### src/rtl/vgroup_pkg.sv
// Shared LMUL grouping definitions used by both the issue-side splitter and
// the writeback-side collector.
package vgroup_pkg;

    localparam int REG_W_DEF = 5;

    localparam logic [2:0] LMUL_1 = 3'b000;
    localparam logic [2:0] LMUL_2 = 3'b001;
    localparam logic [2:0] LMUL_4 = 3'b010;
    localparam logic [2:0] LMUL_8 = 3'b011;

    typedef enum logic [1:0] {
        S_IDLE,
        S_COLLECT,
        S_DONE
    } state_t;

    // Number of micro-ops for an encoded LMUL; 0 marks an invalid code.
    function automatic logic [3:0] lmul_count(input logic [2:0] code);
        case (code)
            LMUL_1:  return 4'd1;
            LMUL_2:  return 4'd2;
            LMUL_4:  return 4'd4;
            LMUL_8:  return 4'd8;
            default: return 4'd0;
        endcase
    endfunction

endpackage

### src/rtl/vgroup_wb_collector.sv
// Collects the in-order writebacks of one LMUL-grouped vector instruction,
// forwards them to the vregfile and signals group completion to commit.
module vgroup_wb_collector
    import vgroup_pkg::*;
#(
    parameter int MAX_LMUL = 8,
    parameter int REG_W    = REG_W_DEF,
    localparam int IDX_W   = $clog2(MAX_LMUL),
    localparam int CNT_W   = IDX_W + 1
) (
    input  logic             clk,
    input  logic             rst,
    input  logic             grp_start_valid,
    output logic             grp_start_ready,
    input  logic [2:0]       grp_lmul,
    input  logic [REG_W-1:0] grp_rdest_base,
    input  logic             wb_valid,
    output logic             wb_ready,
    input  logic [REG_W-1:0] wb_rdest,
    output logic             vrf_we,
    output logic [REG_W-1:0] vrf_waddr,
    output logic [IDX_W-1:0] uop_idx,
    output logic             done_valid,
    input  logic             done_ready,
    output logic [REG_W-1:0] done_rdest_base,
    output logic [2:0]       done_lmul,
    output logic             err
);

    state_t           state;
    logic [REG_W-1:0] base;
    logic [2:0]       lmul_q;
    logic [CNT_W-1:0] count;
    logic [3:0]       dec_count;
    logic [REG_W-1:0] exp_addr;
    logic             hit;
    logic             last;
    logic             start_ok;
    logic             start_bad;

    // In DONE the handshake with commit frees the slot in the same cycle.
    assign grp_start_ready = (state == S_IDLE) || (state == S_DONE && done_ready);
    assign wb_ready        = (state == S_COLLECT);
    assign done_valid      = (state == S_DONE);
    assign done_rdest_base = (state == S_DONE) ? base   : '0;
    assign done_lmul       = (state == S_DONE) ? lmul_q : '0;

    assign dec_count = lmul_count(grp_lmul);
    assign start_ok  = grp_start_valid && grp_start_ready && (dec_count != 4'd0);
    assign start_bad = grp_start_valid && grp_start_ready && (dec_count == 4'd0);

    assign exp_addr = base + REG_W'(uop_idx);
    assign hit      = (state == S_COLLECT) && wb_valid && (wb_rdest == exp_addr);
    assign last     = ({1'b0, uop_idx} == count - CNT_W'(1));

    always_ff @(posedge clk) begin
        if (rst) begin
            state     <= S_IDLE;
            base      <= '0;
            lmul_q    <= '0;
            count     <= '0;
            uop_idx   <= '0;
            vrf_we    <= 1'b0;
            vrf_waddr <= '0;
            err       <= 1'b0;
        end else begin
            vrf_we <= hit;
            if (hit) vrf_waddr <= wb_rdest;
            // Any unaccepted writeback (stray or mismatched) or a bad start folds into one pulse.
            err <= (wb_valid && !hit) || start_bad;

            case (state)
                S_COLLECT: begin
                    if (hit) begin
                        uop_idx <= uop_idx + 1'b1;
                        if (last) state <= S_DONE;
                    end
                end
                S_DONE:  if (done_ready) state <= S_IDLE;
                default: ;
            endcase

            if (start_ok) begin
                base    <= grp_rdest_base;
                lmul_q  <= grp_lmul;
                count   <= CNT_W'(dec_count);
                uop_idx <= '0;
                state   <= S_COLLECT;
            end
        end
    end

endmodule

### config.mk
export PLATFORM = sky130hd
export DESIGN_NAME = vgroup_wb_collector
export DESIGN_NICKNAME = d
export VERILOG_FILES = /design/src/rtl/vgroup_pkg.sv /design/src/rtl/vgroup_wb_collector.sv
export SDC_FILE = /design/constraint.sdc
export NUM_CORES = 1
export LEC_CHECK = 0
export ABC_AREA = 1
export ABC_CLOCK_PERIOD_IN_PS = 1900
export CAP_MARGIN = 15
export CORE_ASPECT_RATIO = 1.25
export CORE_MARGIN = 3
export CORE_UTILIZATION = 43
export CTS_CLUSTER_SIZE = 30
export DETAILED_ROUTE_END_ITERATION = 8
export PLACE_DENSITY = 0.76
export SKIP_LAST_GASP = 1
export SLEW_MARGIN = 20
export SYNTH_ARGS = -nofsm -noshare
export SYNTH_HDL_FRONTEND = slang
export SYNTH_SLANG_ARGS = --single-unit
export TNS_END_PERCENT = 10
### constraint.sdc
create_clock -name clk -period 1.9 [get_ports clk]
set_input_delay 0.19 -clock clk [delete_from_list [all_inputs] [get_ports clk]]
set_output_delay 0.19 -clock clk [all_outputs]
set_load 0.005 [all_outputs]
==> metrics <==
status finished with violations; failing checks negative setup slack; CTS H-tree depth 1; final setup TNS -518 ps; port bufs 38; clock skew 10.3 ps; via count of the first global-routing pass approximately 1.3k; ys async rst share 0%; Max stage delay on crit path between 400 and 500 ps; warnings from Yosys 0; CP dominant cell by count nand2_2; # setup viols final 11; reg2reg path depth 11; max_slew headroom roughly 77%; hold path endpoint base[0]; Mapped Avg Cell Area 6.94 um^2; CP required 2120 ps; # diodes 0; final hold vios 0; Buf/Inv on CP 1; worst-case clock buffer depth 2; synth cell count leaders nand2_1 (52), inv_1 (40), dfxtp_1 (24); reg-to-reg slack, setup -90 ps; Worst-Margin Slew 342 ps; GRT Resource Usage Total between 10% and 20%; fraction of layout cells with a size suffix above 1 16.4%; DRC 0; vias per inst 4.62; post-DR wirelength/cell ~11 um; register area share after synthesis 33.9%; io pins 39; synthesized instance count 204; Max Cap Viol 0; Num Clock Sinks 24; Initial Utilization 46.4%; WL final 3.15 mm; # nets final about 280; Clk pin slew, worst setup/hold paths approximately 140 ps; CTS root buffer clkbuf_4; Final min period 1990 ps; Die W 57.3 um; Max VDD drop 0.000389 V; largest net degree at the start of global routing 14; FP Rows 22; Post-synth EDFFs 0; Synth top area share about a third; post-synthesis net count 231; CTS tree built; overall die height 70.2 um; Yosys reg bits 24; first-pass detailed-route iteration total 4; first-pass GRT wire length 5.35 mm; initial DRC count 31; area growth from synthesis to final layout 39.3%; Worst R2R Start uop_idx[0]; via count about 1.4k; GRT overflow 0; hold-critical path depth 3; CP max stage cell fa_1; Max Slew Vio Count 0; post-route ant nets 0; Post-Syn Area 1420 um^2; RSZ-0062 raised after global routing yes; die area between 4000 and 5000 um^2; initial antenna violation count 0; CP startpoint kind flop; worst-path fanout max 5; Skew-Pair Late Insertion Delay 320 ps; post-synth top area cell dfxtp_1; Core Footprint 3060 um^2; CTS buffer count 3; synth unique cells 28; Fmax 0.503 GHz; most frequent cell after synthesis nand2_1; hpwl dp 2.39 mm; CP top delay family adder cells; top cells by area, synth dfxtp_1 (34%), nand2_1 (14%), inv_1 (11%), ha_1 (7.1%), nor2_1 (5.0%); Hold-fix buffers, CTS 0; crit-path cells ha_2, fa_1, inv_2, a21oi_2, nand2_2, nor2_4, nand3_4, nand2_2, nand3_1, nand2_1, a21oi_1; crit path DAT 2210 ps; ys flop type dfxtp_1; pwr/cell area 504 nW/um^2; Tcrit/Tclk final 105%; final worst slack -86.2 ps; Worst Hold Class in -> reg; CP endpoint kind flop; hold path startpoint grp_rdest_base[0]; P_leak 0.919 nW; Crit Path Category reg -> reg; Critical R2R Capture state[0]; setup bufs post-CTS 0; final core utilization about 65%; gpl congestion between 0.8 and 0.9
==> worst reg2reg max path: stages (launching register included) <==
cell     delay [ps]
dfxtp_2         350
ha_2            190
fa_1            490
inv_2            40
a21oi_2         130
nand2_2          80
nor2_4          190
nand3_4         140
nand2_2          90
nand3_1          70
nand2_1          70
a21oi_1          50
==> per-stage QoR <==
| stage | instance area (um^2) | cells | setup slack (ps) | hold slack, ps | power, mW |
|---|---|---|---|---|---|
| final | 1970 | 292 | -86.2 | 429 | 0.994 |
| after detailed placement | 1900 | 286 | -65.7 | 417 | 0.721 |
| after CTS | 1970 | 292 | -55.3 | 423 | 0.999 |
| after global placement | 1900 | 286 | -27.1 | 415 | 0.718 |
| after global routing | 1970 | 292 | -249 | 434 | 1.05 |
| after floorplan | 1420 | 204 | 26.7 | 252 | 0.638 |
==> worst max-delay path by stage <==
stage / depth (start not counted) / from / to
global route: 12 / uop_idx[0] / state[0]
CTS: 11 / uop_idx[0] / state[0]
floorplan: 10 / uop_idx[0] / vrf_waddr[0]
detailed placement: 11 / uop_idx[0] / state[0]
global placement: 11 / uop_idx[0] / state[1]
finish: 11 / uop_idx[0] / state[0]
==> repair_timing <==
| action | CTS | global route |
|---|---|---|
| gates resized for setup | 1 | 5 |
| cloned | 2 | 0 |
| hold endpoints to repair | 0 | 0 |
| pin swaps | 0 | 2 |
| setup endpoints to repair | 14 | 21 |
==> registers in the layout, indices dropped and copies added, names as in the netlist <==
signal	count
base	5
count	4
err	1
lmul_q	3
state	2
uop_idx	3
vrf_waddr	5
vrf_we	1
==> final cells by class <==
cell class                 count  area (um^2)
fill                         291         1080
multi-input combinational    136          779
sequential                    24          483
timing repair buffer          49          463
inverter                      43          166
tap                           36         45.0
clock buffer                   4         36.3
==> report_power, final <==
group | total, mW | internal [mW] | switching (mW)
Sequential | 0.532 | 0.520 | 0.0118
Combinational | 0.188 | 0.0894 | 0.0981
Clock | 0.275 | 0.117 | 0.157
==> per-layer routing <==
metal | routed length (um) | vias up | track usage, % | part of all wire [%]
li1 | - | 740 | - | -
met1 | 1470 | 579 | 21.3 | 47
met2 | 1500 | 27 | 26.9 | 48
met3 | 142 | 4 | 2.59 | 4.5
met4 | 42 | 0 | 5.93 | 1.3
met5 | 0 | - | 0 | 0
==> cell usage in the layout (no fill, tap or decap), types with 3 or more instances in the layout <==
cell type / netlist / layout
inv_1: 40 / 39
ha_1: 8 / 7
buf_4: 0 / 11
clkdlybuf4s50_1: 0 / 38
o21ai_0: 10 / 9
nor2_1: 19 / 19
nand2_2: 4 / 5
a21oi_1: 10 / 9
nand3_1: 10 / 10
clkbuf_4: 0 / 3
dfxtp_1: 24 / 22
o22ai_1: 3 / 3
nand2_1: 52 / 51
a21oi_2: 3 / 4
inv_2: 2 / 3
==> cell families after synthesis <==
| group | synth area share, % |
|---|---|
| flip-flops | 33.9 |
| XOR/XNOR | 1.24 |
| buffers and inverters | 13.6 |
| AND/OR/NAND/NOR | 29.7 |
| adder cells (fa/ha/maj) | 8.48 |
| AO/OA/AOI/OAI | 13.1 |
Power figures use the tool's default switching activity.
